## src/rtl/reaction_timer_pkg.sv

```systemverilog
// Shared types, limits and BCD helpers for the reaction timer slice.
// The state encoding is fixed so that unused codes can be trapped back to IDLE.
package reaction_pkg;

    typedef enum logic [2:0] {
        IDLE    = 3'd0,
        ARMED   = 3'd1,
        TIMING  = 3'd2,
        DONE    = 3'd3,
        EARLY   = 3'd4,
        TIMEOUT = 3'd5
    } state_t;

    localparam int unsigned MAX_MS = 9999;

    typedef logic [3:0][3:0] bcd4_t;

    typedef struct packed {
        logic led;
        logic busy;
        logic valid;
        logic early;
        logic timeout;
    } flags_t;

    // Moore flag decode; illegal codes show no flags at all.
    function automatic flags_t state_flags(input state_t s);
        flags_t f;
        f = flags_t'(5'b00000);
        case (s)
            ARMED:   f.busy = 1'b1;
            TIMING:  begin
                f.busy = 1'b1;
                f.led  = 1'b1;
            end
            DONE:    f.valid   = 1'b1;
            EARLY:   f.early   = 1'b1;
            TIMEOUT: f.timeout = 1'b1;
            default: f = flags_t'(5'b00000);
        endcase
        return f;
    endfunction

    function automatic bcd4_t bcd4_inc(input bcd4_t v);
        bcd4_t r;
        logic  carry;
        r     = v;
        carry = 1'b1;
        for (int i = 0; i < 4; i++) begin
            if (carry) begin
                if (v[i] == 4'd9) begin
                    r[i] = 4'd0;
                end else begin
                    r[i]  = v[i] + 4'd1;
                    carry = 1'b0;
                end
            end else begin
                r[i] = v[i];
            end
        end
        return r;
    endfunction

    function automatic logic bcd4_is_max(input bcd4_t v);
        return (v == bcd4_t'(16'h9999));
    endfunction

endpackage

```

## src/rtl/reaction_timer_if.sv

```systemverilog
// Control and result bundle between the game sequencer and the reaction timer.
// The sequencer side is the master; the timer itself takes the slave view.
interface reaction_timer_if;
    logic        en;
    logic        clr;
    logic        countdone;
    logic        stop;
    logic        led;
    logic        busy;
    logic        valid;
    logic        early;
    logic        timeout;
    logic [15:0] digits;

    modport master (
        output en, clr, countdone, stop,
        input  led, busy, valid, early, timeout, digits
    );

    modport slave (
        input  en, clr, countdone, stop,
        output led, busy, valid, early, timeout, digits
    );
endinterface

```

## src/rtl/reaction_timer_bcd_counter4.sv

```systemverilog
// Four-digit BCD millisecond counter; clear beats increment, and it never
// advances past 9999 so the display cannot wrap.
module bcd_counter4
    import reaction_pkg::*;
(
    input  logic  clk,
    input  logic  reset,
    input  logic  clr,
    input  logic  inc,
    output bcd4_t q,
    output logic  at_max
);

    bcd4_t q_r;

    // Digit register: reset/clear to 0000, otherwise ripple-carry BCD increment.
    always_ff @(posedge clk) begin
        if (reset) begin
            q_r <= bcd4_t'(16'h0000);
        end else if (clr) begin
            q_r <= bcd4_t'(16'h0000);
        end else if (inc && !bcd4_is_max(q_r)) begin
            q_r <= bcd4_inc(q_r);
        end else begin
            q_r <= q_r;
        end
    end

    assign q      = q_r;
    assign at_max = bcd4_is_max(q_r);

endmodule

```

## src/rtl/reaction_timer.sv

```systemverilog
// Reaction timer: arms on en, flags false starts, then counts milliseconds in
// BCD from countdone until the stop button rises or the count saturates.
module reaction_timer
    import reaction_pkg::*;
#(
    parameter int unsigned CLK_HZ   = 100_000_000,
    parameter int unsigned TICK_DIV = CLK_HZ / 1000
) (
    input logic            clk,
    input logic            reset,
    reaction_timer_if.slave bus
);

    localparam int unsigned   PW         = $clog2(TICK_DIV);
    localparam logic [PW-1:0] TICK_LAST  = PW'(TICK_DIV - 1);
    localparam logic [PW-1:0] PRESC_ZERO = PW'(1'b0);
    localparam logic [PW-1:0] PRESC_ONE  = PW'(1'b1);

    state_t        state_r;
    state_t        state_nxt_s;
    flags_t        flags_r;
    logic [PW-1:0] presc_r;
    logic          stop_q_r;
    logic          en_q_r;
    logic          stop_rise_s;
    logic          en_rise_s;
    logic          tick_s;
    logic          cnt_clr_s;
    logic          cnt_inc_s;
    logic          at_max_s;
    bcd4_t         digits_s;

    assign stop_rise_s = bus.stop & ~stop_q_r;
    assign en_rise_s   = bus.en & ~en_q_r;
    assign tick_s      = (state_r == TIMING) && (presc_r == TICK_LAST);

    // Next-state and counter control; clr out of any busy/result state wins.
    always_comb begin
        state_nxt_s = state_r;
        cnt_clr_s   = 1'b0;
        cnt_inc_s   = 1'b0;
        if ((state_r != IDLE) && bus.clr) begin
            state_nxt_s = IDLE;
        end else begin
            case (state_r)
                IDLE: begin
                    if (en_rise_s) begin
                        state_nxt_s = ARMED;
                        cnt_clr_s   = 1'b1;
                    end else begin
                        state_nxt_s = IDLE;
                    end
                end
                ARMED: begin
                    if (stop_rise_s) begin
                        state_nxt_s = EARLY;
                    end else if (bus.countdone) begin
                        state_nxt_s = TIMING;
                        cnt_clr_s   = 1'b1;
                    end else begin
                        state_nxt_s = ARMED;
                    end
                end
                TIMING: begin
                    // A tick landing on the stop edge is dropped, not counted.
                    if (stop_rise_s) begin
                        state_nxt_s = DONE;
                    end else if (tick_s) begin
                        if (at_max_s) begin
                            state_nxt_s = TIMEOUT;
                        end else begin
                            cnt_inc_s   = 1'b1;
                        end
                    end else begin
                        state_nxt_s = TIMING;
                    end
                end
                DONE, EARLY, TIMEOUT: state_nxt_s = state_r;
                default:              state_nxt_s = IDLE;
            endcase
        end
    end

    // State, registered flags, edge-detect history and millisecond prescaler.
    always_ff @(posedge clk) begin
        if (reset) begin
            state_r  <= IDLE;
            flags_r  <= state_flags(IDLE);
            presc_r  <= PRESC_ZERO;
            stop_q_r <= 1'b1;
            en_q_r   <= 1'b1;
        end else begin
            state_r  <= state_nxt_s;
            flags_r  <= state_flags(state_nxt_s);
            stop_q_r <= bus.stop;
            en_q_r   <= bus.en;
            if ((state_r == TIMING) && (state_nxt_s == TIMING)) begin
                presc_r <= tick_s ? PRESC_ZERO : (presc_r + PRESC_ONE);
            end else begin
                presc_r <= PRESC_ZERO;
            end
        end
    end

    bcd_counter4 u_bcd (
        .clk    (clk),
        .reset  (reset),
        .clr    (cnt_clr_s),
        .inc    (cnt_inc_s),
        .q      (digits_s),
        .at_max (at_max_s)
    );

    assign bus.led     = flags_r.led;
    assign bus.busy    = flags_r.busy;
    assign bus.valid   = flags_r.valid;
    assign bus.early   = flags_r.early;
    assign bus.timeout = flags_r.timeout;
    assign bus.digits  = digits_s;

endmodule
```

## src/flat_wrapper.sv

```systemverilog
// flat-port wrapper written by rule: the top's interface ports become plain ports
module reaction_timer_flat import reaction_pkg::*;
#(
    parameter int unsigned CLK_HZ   = 100_000_000,
    parameter int unsigned TICK_DIV = CLK_HZ / 1000
)
  (clk, reset, bus_en, bus_clr, bus_countdone, bus_stop, bus_led, bus_busy, bus_valid, bus_early, bus_timeout, bus_digits);
  reaction_timer_if bus_i ();
  input logic clk;
  input logic reset;
  input wire logic [$bits(bus_i.en)-1:0] bus_en;
  input wire logic [$bits(bus_i.clr)-1:0] bus_clr;
  input wire logic [$bits(bus_i.countdone)-1:0] bus_countdone;
  input wire logic [$bits(bus_i.stop)-1:0] bus_stop;
  output wire logic [$bits(bus_i.led)-1:0] bus_led;
  output wire logic [$bits(bus_i.busy)-1:0] bus_busy;
  output wire logic [$bits(bus_i.valid)-1:0] bus_valid;
  output wire logic [$bits(bus_i.early)-1:0] bus_early;
  output wire logic [$bits(bus_i.timeout)-1:0] bus_timeout;
  output wire logic [$bits(bus_i.digits)-1:0] bus_digits;
  assign bus_i.en = bus_en;
  assign bus_i.clr = bus_clr;
  assign bus_i.countdone = bus_countdone;
  assign bus_i.stop = bus_stop;
  assign bus_led = bus_i.led;
  assign bus_busy = bus_i.busy;
  assign bus_valid = bus_i.valid;
  assign bus_early = bus_i.early;
  assign bus_timeout = bus_i.timeout;
  assign bus_digits = bus_i.digits;
  reaction_timer #(.CLK_HZ(CLK_HZ), .TICK_DIV(TICK_DIV)) u_core (.clk(clk), .reset(reset), .bus(bus_i));
endmodule
```

## config.mk

```make
export PLATFORM = sky130hd
export DESIGN_NAME = reaction_timer_flat
export DESIGN_NICKNAME = d
export VERILOG_FILES = /design/src/rtl/reaction_timer_pkg.sv /design/src/rtl/reaction_timer_if.sv /design/src/rtl/reaction_timer_bcd_counter4.sv /design/src/rtl/reaction_timer.sv /design/src/flat_wrapper.sv
export SDC_FILE = /design/constraint.sdc
export NUM_CORES = 1
export LEC_CHECK = 0
export BUFFER_PORTS_ARGS = -buffer_cell sky130_fd_sc_hd__buf_2
export CAP_MARGIN = 10
export CORE_ASPECT_RATIO = 0.5
export CORE_UTILIZATION = 56
export DETAILED_ROUTE_END_ITERATION = 8
export PLACE_DENSITY = 0.8
export SETUP_SLACK_MARGIN = 0.2
export SKIP_CTS_REPAIR_TIMING = 1
export SLEW_MARGIN = 20
export SYNTH_ARGS = -nofsm -noshare
export SYNTH_HDL_FRONTEND = slang
export SYNTH_SLANG_ARGS = --single-unit
```

## constraint.sdc

```tcl
create_clock -name clk -period 2.7 [get_ports clk]
set_input_delay 0.135 -clock clk [delete_from_list [all_inputs] [get_ports clk]]
set_output_delay 0.135 -clock clk [all_outputs]
set_load 0.05 [all_outputs]
```

======== After elaboration in Yosys (flattened, before gate mapping) ========
Index checks and enable logic that the tools add are counted.
Widths: inputs -> output; s select.
word-level totals
  RAM bits ................................ 0
  output and inout port bits .............. 21
  memories kept ........................... 0
  latch bits .............................. 0
  ROM bits ................................ 0
  bits in registers ....................... 43
  word-level logic and storage cells ...... 94
operators by class
  mux-type cells .......................... 41
  bitwise operators ....................... 5
  equality and inequality tests ........... 16
  reductions and logical operators ........ 14
  multiply operators ...................... 0
  $add $sub $neg .......................... 5
  shift operators ......................... 0
  order comparisons ....................... 0
  div/mod/pow operators ................... 0
operator list
  operator               number
  $mux 1                 29
  $add 17x1->17 const B  1
  $eq 17x17->1 const B   1
  $add 4x1->4 const B    4
  $eq 16x16->1 const B   1
  $eq 4x4->1 const B     4
  $mux 4                 4
  $mux 3                 5
  $eq 3x2->1 const B     4
  $eq 3x3->1 const B     4
  $pmux 3 s4             1
  $eq 3x1->1 const B     2
  $reduce_and 2->1       3
  $reduce_or 3->1        2
  $logic_and 1x1->1      4
  $reduce_or 2->1        2
  $logic_not 3->1        1
  $not 1->1              3
  $reduce_bool 3->1      1
  $and 1x1->1            2
  $mux 2                 1
  $pmux 1 s2             1
  $logic_not 1->1        1

======== Logic depth before layout (Yosys ltp) ========
Gate-level depths: netlist of run 1.
  word-level depth ........................ 19
  gate-level depth with buffers ........... 8
  gate-level depth less buffers ........... 7

======== By module ========
From an unflattened synthesis of run 1, not the netlist that was laid out.
second synthesis, totals
  cell total of the unflattened synthesis .. 241
  area total of the unflattened synthesis .. 2,098.3 µm²
modules (own cells, without submodules)
  module          instances  cells each  area an instance (µm²)  sequential area each (µm²)
  reaction_timer  1          140         1,207.4                 540.5
  bcd_counter4    1          101         890.9                   320.3

======== Least setup slack after synthesis of run 1 ========
OpenSTA, ideal clock, no wires.
  kind .................................... register -> register
  start point ............................. reg u_core.u_bcd.q_r (netlist bit u_core.u_bcd.q[0])
  end point ............................... reg u_core.u_bcd.q_r (netlist bit u_core.u_bcd.q[9])
  cell stages (with the launch flop) ...... 6
  arrival ................................. 1,967 ps
  path buffers ............................ 0
  path slack .............................. 663 ps
  path through ............................ dfxtp_1 nor4bb_1 and2_1 nand2_1 or4_1 a21oi_1
between the ends
  longest elaborated chain between the ends .. 10
  elaborated cells between the ends (all ways) .. 18
ends and longest elaborated chain
  element                         line                               text
  from (decl)                     reaction_timer_bcd_counter4.sv:14  bcd4_t q_r;
  from (signal assigned)          reaction_timer_bcd_counter4.sv:19  q_r <= bcd4_t'(16'h0000);
  from (signal assigned)          reaction_timer_bcd_counter4.sv:21  q_r <= bcd4_t'(16'h0000);
  from (signal assigned)          reaction_timer_bcd_counter4.sv:23  q_r <= bcd4_inc(q_r);
  $eq 4x4->1                      reaction_timer_pkg.sv:51           if (v[i] == 4'd9) begin
  $mux 1                          reaction_timer_pkg.sv:51
  $mux 1                          reaction_timer_bcd_counter4.sv:22  end else if (inc && !bcd4_is_max(q_r)) begin
  $mux 1                          reaction_timer_bcd_counter4.sv:20  end else if (clr) begin
  $mux 1                          reaction_timer_bcd_counter4.sv:18  if (reset) begin
  $mux 1                          reaction_timer_pkg.sv:50           if (carry) begin
  $mux 1                          reaction_timer_bcd_counter4.sv:22
  $mux 1                          reaction_timer_bcd_counter4.sv:20
  $mux 1                          reaction_timer_bcd_counter4.sv:18
  $reduce_and 2->1 (no line) (*)  n/a
Every way passes the cells marked *; elsewhere a longest branch is shown, timed or not. The select of a mux whose other input is x is not followed.
A chain may end at the register's enable or synchronous reset.

======== Worst setup path in the final report of run 1 ========
  start point ............................. reg u_core.presc_r[12]
  end point ............................... reg u_core.presc_r[12]
between the ends
  longest elaborated chain between the ends .. 10
  elaborated cells between the ends (all ways) .. 11
ends and longest elaborated chain
  element                    line                  text
  from (decl)                reaction_timer.sv:22  logic [PW-1:0] presc_r;
  from (signal assigned)     reaction_timer.sv:98  presc_r <= tick_s ? PRESC_ZERO : (presc_r + PRESC_ONE);
  $eq 17x17->1               reaction_timer.sv:35  assign tick_s = (state_r == TIMING) && (presc_r == TICK_LAST);
  $logic_and 1x1->1          reaction_timer.sv:35
  $mux 3                     reaction_timer.sv:68  end else if (tick_s) begin
  $mux 3                     reaction_timer.sv:66  if (stop_rise_s) begin
  $pmux 3 s4                 reaction_timer.sv:45  case (state_r)
  $mux 3                     reaction_timer.sv:42  if ((state_r != IDLE) && bus.clr) begin
  $eq 3x2->1                 reaction_timer.sv:97  if ((state_r == TIMING) && (state_nxt_s == TIMING)) begin
  $logic_and 1x1->1          reaction_timer.sv:97
  $not 1->1 (no line)        n/a
  $reduce_or 3->1 (no line)  n/a
Parallel ways exist; a longest one is shown, timed or not.

==> metrics.txt, run 1 <==
status=completed; RSZ-0062 raised after global routing=false; Crit Path Category=reg -> reg; critical path data arrival time=about 2.3 ns; post-synth cell types=50; Worst Path Required=2.86 ns; Sw Share=0.2213; cell count after synthesis=between 200 and 250; critical path fanouts, max=17; I/O Buffers=26; worst hold path type=in -> reg; Mean Syn Cell Area=around 8.5 sq um; WL/cell=approximately 13 um; CTS Buf Count=5; Worst IR Drop VDD=between 0.0002 and 0.0003 V; gr ovfl total=0; HPWL after DPL=between 2000 and 3000 um; crit path capture type=register; Power Internal=854.0 uW; Final nets=275; CTS tree=built; setup TNS=0 ns; Slew Limit Fails=0; DR iter-0 viols=62; io pins=27; Synth top area share=0.4195; post-synth top area cell=dfxtp_1; root buffer cell=clkbuf_8; pin count of the biggest net entering global routing=18; initial antenna violation count=0; CTS Sinks=43; clk buf depth=2; vias in the first global route=1546; area of the multi-input gates=roughly 1100 sq um; number of fill cells=roughly 300; Layout area overhead=12.26%; largest cells by area after synthesis=dfxtp_1 (42%), nor2_1 (7.3%), xor2_1 (5.1%), xnor2_1 (4.3%), nand3_1 (2.9%); setup-violating endpoint count in the final report=0; Clock Latency Late Sink=about 0.30 ns; DRC Markers=0; clock-pin slew on the worst setup and hold paths=~0.070 ns; ANT nets after route=0; Flop pwr share=0.586; max_slew headroom=0.6201; register bit total from synthesis=43; CTS H-tree lvls=2; TritonRoute pass-1 iters=4; Initial Util=0.5910; min cycle time layout=approximately 2.2 ns; max reg flops=17; Setup crit start kind=register; DIE AREA=3925 sq um; first-pass GRT wire length=about 6500 um; Pleak=~0.84 nW; Util after Layout=0.6634; Die X=87.61 um; Combinational Power Share=0.040; Die Span Y=roughly 45 um; overall routed net length=approximately 4000 um; worst-margin pin slew=0.5699 ns; Total GRT Usage=0.2215; vias per cell=between 5 and 6; Final period util=0.7969; Final Hold Viols=0; diodes inserted=0; Top reg by flops=u_core.presc_r; final clock skew=0.006061 ns; number of enable flip-flop cells after synthesis=0; Synthesized Nets=about 250; switching power=242.7 uW; vias=roughly 1.8k; pwr dens=~480 nW/um^2; Clk pwr share=0.374; Placeable Area=about 3500 sq um; ys async rst share=0; max_cap viols=0; share of cells above drive strength 1=0.1679; Syn Std Cell Area=around 2100 sq um; post-synthesis sequential area ratio=0.4195; commonest non-fill, non-tap cell in the layout=dfxtp_1; commonest non-fill, non-tap cells in the layout=dfxtp_1 (43), nor2_1 (40), buf_2 (26), nand2_1 (13); total power=roughly 1.1 mW; FP Rows=15; Final GP Congestion=about 0.85; Max Fclk=around 460 MHz; Ys Warns=0; Sequential Area=~860 sq um; top_reg_cell synth=dfxtp_1
[worst max-delay path, cell delays in order, from the launching register on]
cell	delay (ns)
dfxtp_1	0.35
or4b_4	0.56
nor4_4	0.44
or4_1	0.56
nor2_1	0.11
[cells in the mapped netlist, types with 6 or more instances]
cell      count
nor3_1       12
inv_1         9
nor4bb_1      6
a21oi_1      10
nor2_1       40
dfxtp_1      43
o21ai_0       8
nand3_1      12
nand2_1      13
xnor2_1      10
xor2_1       12
nand4_1       8
[cell type report]
class / count / area share
Clock buffer: 6 / 0.03585
Timing Repair Buffer: 26 / 0.05649
Multi-Input combinational cell: 183 / 0.4894
Clock inverter: 1 / 0.002173
Tap cell: 51 / 0.02770
Inverter: 9 / 0.01467
Sequential cell: 43 / 0.3737
[stage by stage]
stage | setup WS (ns) | area (sq um) | hold WS, ns | instances
floorplan | 0.6629 | 2052 | 0.2388 | 240
global placement | 0.6274 | 2216 | 0.3368 | 312
detailed placement | 0.5367 | 2216 | 0.3475 | 312
CTS | 0.5366 | 2303 | 0.03827 | 319
global route | 0.3876 | 2303 | 0.03603 | 319
finish | 0.5483 | 2303 | 0.04304 | 319
[metal layers]
layer / share of wire / track usage
met1: 0.48 / 0.2744
met2: 0.47 / 0.3734
met3: 0.040 / 0.06581
met4: 0.0093 / 0.08525
met5: 0 / 0
[final timing paths]
path                                         start                 end  cells past startpoint  slack (ns)
worst max register to register  u_core.presc_r[12]  u_core.presc_r[12]                      4        0.55
worst max-delay path            u_core.presc_r[12]  u_core.presc_r[12]                      4        0.55
worst min register to register   u_core.presc_r[0]   u_core.presc_r[0]                      1        0.47
worst min-delay path                        bus_en       u_core.en_q_r                      2        0.04
[power by group through the flow]
stage | clock network [mW] | registers [mW] | logic, mW
after global placement | 0 | 0.657 | 0.0432
after global routing | 0.444 | 0.643 | 0.0478
after detailed placement | 0 | 0.657 | 0.0438
final | 0.410 | 0.643 | 0.0441
after floorplan | 0 | 0.662 | 0.0271
after CTS | 0.418 | 0.643 | 0.0439
[cells by family (layout without fill, tap and decap cells)]
kind of cell	Yosys count	in the layout	synth area share
AOI/OAI and AO/OA	29	29	0.08477
buffers and inverters	14	42	0.03109
adders and majority gates	1	1	0.006097
DFF	43	43	0.4195
xor gates and xnor gates	22	22	0.09390
and+or+nand+nor	131	131	0.3647
(Power assumes the default switching activity.)
==> run 2: changes to the inputs <==
clock period = 2.2 ns   (was 2.7 ns; I/O delays follow)
==> run 2 against run 1 <==
  * Hold slack worse by 0.034 ns
  * Sequential cell count did not move
  * Largest power group unchanged
  * Highest routed layer unchanged
  * Total power rose by 22%
==> metrics.txt, run 2 (synthesis gave the netlist of run 1 again) <==
crit path capture type=register; Worst Path Required=2.43 ns (-0.43 ns); Max Fclk=501.1 MHz (+7.8%); pwr dens=520.7 nW/um^2 (+9.4%); TritonRoute pass-1 iters=4 (unchanged); worst-margin pin slew=0.5822 ns (+0.01227 ns); Clock Latency Late Sink=0.30 ns (about the same); Total GRT Usage=0.2297 (+0.008127); share of cells above drive strength 1=0.3077 (+0.1398); Critical Path Slowest Stage Cell=or3b_4; DIE AREA=3925 sq um (unchanged); Die X=87.61 um (unchanged); Placed Area=2241 sq um (+1.1%); Final period util=0.9070 (+0.1101); HPWL after DPL=2972 um (-0.56%); CP peak stage delay=0.40 ns (-0.16 ns); setup-violating endpoint count in the final report=0 (unchanged); CTS tree=built; worst hold path type=in -> reg; max_cap viols=0 (unchanged); Util after Layout=0.7387 (+0.07532); Flop pwr share=0.586 (about the same); Hold Startpoint=bus_en; pin count of the biggest net entering global routing=18 (unchanged); Worst IR Drop VDD=0.0003072 V (+12%); Pleak=0.9602 nW (+14%); final clock skew=0.01032 ns (+0.004257 ns); initial antenna violation count=0 (unchanged); first-pass GRT wire length=6837 um (+5.1%); Final nets=292 (+6.2%); vias in the first global route=1572 (+1.7%); CTS Buf Count=5 (unchanged); min cycle time layout=1.995 ns (-0.1563 ns); CTS H-tree lvls=2 (unchanged); Critical R2R Launch=u_core.state_r[1]; hold path depth=2 (unchanged); FP Rows=15 (unchanged); Hold Crit Endpoint=u_core.en_q_r; r2r worst-path depth=6 (+2); clock-pin slew on the worst setup and hold paths=0.08 ns (about the same); ANT nets after route=0 (unchanged); critical path fanouts, max=8 (-9); max reg flops=17 (unchanged); Final Hold Viols=0 (unchanged); WL/cell=14.27 um (+12%); gr ovfl total=0 (unchanged); Combinational Power Share=0.047 (+0.007); Final GP Congestion=0.8255 (-2.8%); critical path cell sequence=or3b_4 -> nor3_4 -> nand3_4 -> buf_4 -> or3_1 -> a21oi_1; Slew Limit Fails=0 (unchanged); Clk pwr share=0.367 (-0.007); top cell family by delay on the critical path=simple AND/OR/NAND/NOR gates; reg2reg end=u_core.u_bcd.q[14]; DR iter-0 viols=122 (+97%); Bufs and invs on worst path=1 (+1); Crit Path Category=reg -> reg; reg2reg setup slack=0.20 ns (-0.34 ns); critical path data arrival time=2.23 ns (-0.08 ns); io pins=27 (unchanged); commonest non-fill, non-tap cells in the layout=nor2_1 (38), dfxtp_1 (34), buf_2 (26), buf_4 (15), nand2_1 (13); I/O Buffers=26 (unchanged); Die Span Y=44.81 um (unchanged); vias=1915 (+8.3%); Sw Share=0.2334 (+0.01217); switching power=311.7 uW (+28%); commonest non-fill, non-tap cell in the layout=nor2_1; Layout area overhead=25.00%; root buffer cell=clkbuf_8; RSZ-0062 raised after global routing=true; max_slew headroom=0.6119 (-0.008182); number of fill cells=253 (-15%); design area=2565 sq um (+11%); status=completed; overall routed net length=4808 um (+18%); setup TNS=0 ns (unchanged); Worst Setup SP=u_core.state_r[1]; clk buf depth=2 (unchanged); Setup crit start kind=register; Top reg by flops=u_core.presc_r; vias per cell=5.682 (+2.5%); diodes inserted=0 (unchanged); Power Internal=1.024 mW (+20%); Placeable Area=3472 sq um (unchanged); WHS=0.008623 ns (-0.03442 ns); DRC Markers=0 (unchanged); CTS Sinks=43 (unchanged); Initial Util=0.5910 (unchanged)
run 2: area by class of cell:
type	instances	area (sq um)	share of cell area
sequential	43	884.6	0.3449
multi-input combinational	183	1236	0.4820
tap	51	63.81	0.02488
clock inverter	1	5.005	0.001951
timing repair buffer	43	265.3	0.1034
inverter	9	33.78	0.01317
clock buffer	7	76.32	0.02976
run 2: per-stage QoR:
step,power [mW],setup slack (ns),cells
final,1.336,0.2046,337
after global routing,1.378,0.08611,337
after CTS,1.338,0.05436,323
after detailed placement,0.8612,0.08385,315
after global placement,0.8595,0.1374,315
after floorplan,0.8452,0.2444,240
run 2: power groups by stage:
stage	clock, mW	combinational (mW)	sequential, mW
after floorplan	0	0.0333	0.812
after global placement	0	0.0532	0.806
after detailed placement	0	0.0548	0.806
after CTS	0.495	0.0546	0.788
after global routing	0.527	0.0677	0.784
final	0.490	0.0625	0.783
run 2: how the worst max path moves through the flow:
stage | to | slack, ns | depth (start not counted)
floorplan | u_core.bus.busy | 0.24 | 6
global placement | u_core.bus.busy | 0.14 | 6
detailed placement | u_core.bus.busy | 0.08 | 6
CTS | u_core.bus.busy | 0.05 | 6
global route | u_core.u_bcd.q[7] | 0.09 | 6
finish | u_core.u_bcd.q[14] | 0.20 | 6
run 2: per-layer routing:
layer  track usage  wire length (um)
met1        0.2904              2161
met2        0.3906              2362
met3       0.05484               226
met4       0.08852                57
met5             0                 0
==> run 3: changes to the inputs <==
BUFFER_PORTS_ARGS = -buffer_cell sky130_fd_sc_hd__buf_4   (was -buffer_cell sky130_fd_sc_hd__buf_2)
clock period = 2 ns   (was 2.2 ns; I/O delays follow)
==> run 3 against run 2 <==
  * The run now ends with negative setup slack left
  * Total power rose by 23%
  * Sequential cell count unchanged
  * Die area unchanged
  * Sequential power is 10% higher
  * Non-clock buffer count rose by 17
  * Fmax down 8.2%
==> metrics.txt, run 3 (synthesis gave the netlist of run 1 again) <==
Flop pwr share=0.524 (-0.062); worst-margin pin slew=0.5669 ns (-0.01529 ns); placed insts=330 (+4.8%); io pins=27 (unchanged); area of the multi-input gates=1503 sq um (+22%); clock-pin slew on the worst setup and hold paths=0.09 ns (about the same); CTS H-tree lvls=2 (unchanged); commonest non-fill, non-tap cell in the layout=buf_4; total power=1.645 mW (+23%); CTS Buf Count=5 (unchanged); vias in the first global route=1684 (+7.1%); Final period util=1.087 (+0.1801); setup-violating endpoint count in the final report=7 (+7); Worst IR Drop VDD=0.0005545 V (+80%); Pleak=1.153 nW (+20%); share of cells above drive strength 1=0.4901 (+0.1824); RSZ-0062 raised after global routing=true; vias=2206 (+15%); min cycle time layout=2.174 ns (+0.1788 ns); Setup crit start kind=register; number of fill cells=131 (-48%); Post-Layout Cell Count=353 (+4.7%); Die Span Y=44.81 um (unchanged); pwr dens=529.5 nW/um^2 (+1.7%); Initial Util=0.5910 (unchanged); I/O Buffers=26 (unchanged); status=complete, but fails checks; initial antenna violation count=0 (unchanged); Sw Share=0.2314 (-0.002066); Final GP Congestion=0.8323 (+0.82%); ANT nets after route=0 (unchanged); design area=3107 sq um (+21%); commonest non-fill, non-tap cells in the layout=buf_4 (53), dfxtp_1 (25), nor2_1 (21), nor2_4 (15), dfxtp_2 (15); first-pass GRT wire length=7458 um (+9.1%); critical path data arrival time=2.42 ns (+0.19 ns); CTS Sinks=43 (unchanged); DIE AREA=3925 sq um (unchanged); HPWL after DPL=3184 um (+7.1%); gr ovfl total=0 (unchanged); Total GRT Usage=0.2489 (+0.01921); final clock skew=0.01326 ns (+0.002944 ns); switching power=380.6 uW (+22%); worst hold path type=in -> reg; max_cap viols=0 (unchanged); crit path capture type=register; CTS tree=built; DRC Markers=0 (unchanged); clk buf depth=2 (unchanged); Final nets=309 (+5.8%); pin count of the biggest net entering global routing=18 (unchanged); Final Hold Viols=0 (unchanged); WL/cell=19.42 um (+36%); critical path fanouts, max=4 (-4); DR iter-0 viols=188 (+54%); max reg flops=17 (unchanged); max_slew headroom=0.6221 (+0.01019); Layout area overhead=51.40%; failing checks=negative setup slack; root buffer cell=clkbuf_8; Clock Latency Late Sink=0.31 ns (about the same); Sequential Area=890.9 sq um (+0.71%); Crit Path Category=reg -> reg; TritonRoute pass-1 iters=5 (+1); Top reg by flops=u_core.presc_r; r2r worst-path depth=8 (+2); diodes inserted=0 (unchanged); Worst Path Required=2.24 ns (-0.19 ns); Power Internal=1.265 mW (+24%); final worst slack=-0.1742 ns (-0.3788 ns); Clk pwr share=0.416 (+0.049); Combinational Power Share=0.060 (+0.013); overall routed net length=6857 um (+43%); WHS=0.006693 ns (-0.001930 ns); Max Fclk=459.9 MHz (-8.2%); Placeable Area=3472 sq um (unchanged); vias per cell=6.249 (+10%); Die X=87.61 um (unchanged); Slew Limit Fails=0 (unchanged); FP Rows=15 (unchanged); hold path depth=2 (unchanged); Placed Area=2474 sq um (+10%)
run 3: cell count changes in the layout (fill, tap and decap cells not counted), moves of 3 or more:
| cell | previous run | this run |
|---|---|---|
| buf_2 | 26 | 0 |
| nor2_1 | 38 | 21 |
| nor4bb_4 | 1 | 5 |
| nor3_1 | 9 | 6 |
| nor2_2 | 0 | 4 |
| nor2_4 | 2 | 15 |
| dfxtp_1 | 34 | 25 |
| nor4bb_2 | 3 | 0 |
| dfxtp_2 | 4 | 15 |
| o21ai_0 | 8 | 4 |
| buf_4 | 15 | 53 |
run 3: stage by stage:
stage | setup WS (ns) | setup TNS (ns) | utilization
4_1_cts | -0.009682 | -0.009682 | 0.7420
6_report | -0.1742 | -0.4219 | 0.8948
5_1_grt | -0.1774 | -1.043 | 0.8948
3_5_place_dp | 0.02424 | 0 | 0.7124
2_1_floorplan | 0.1162 | 0 | -
3_3_place_gp | 0.07596 | 0 | 0.7124
run 3: power groups by stage:
stage | Combinational (mW) | Clock, mW | Sequential, mW
after floorplan | 0.0394 | 0 | 0.893
after detailed placement | 0.0729 | 0 | 0.884
after global routing | 0.105 | 0.736 | 0.862
final | 0.0991 | 0.685 | 0.861
after global placement | 0.0717 | 0 | 0.884
after CTS | 0.0729 | 0.661 | 0.864
run 3: metal layers:
layer / GRT usage / vias up / routed length (um)
li1: - / 963 / -
met4: 0.05902 / 0 / 374
met2: 0.4391 / 181 / 3252
met1: 0.3152 / 1004 / 2621
met5: 0 / - / 0
met3: 0.06033 / 58 / 609
run 3: path summary, 6_finish.rpt:
check | start | to | slack (ns)
setup / recovery | u_core.presc_r[14] | u_core.u_bcd.q[5] | -0.17
hold / removal | bus_en | u_core.en_q_r | 0.007
setup reg to reg | u_core.presc_r[14] | u_core.u_bcd.q[5] | -0.17
hold reg to reg | u_core.u_bcd.q[11] | u_core.u_bcd.q[11] | 0.55
run 3: cell type report:
type,count,share of cell area
clock buffers,6,0.02336
clock inverters,1,0.009666
inverters,9,0.01087
multi-input cells,183,0.4837
flip-flops and latches,43,0.2867
well taps,51,0.02054
repair buffers,60,0.1651
run 3: worst max-delay path, cell delays in order, from the launching register on:
cell and delay [ns]:
dfxtp_4 0.37, or4b_4 0.55, nor4_4 0.35, buf_4 0.20
buf_6 0.10, nand4_1 0.16, nor3_2 0.20, a21oi_1 0.07
nor2_1 0.10
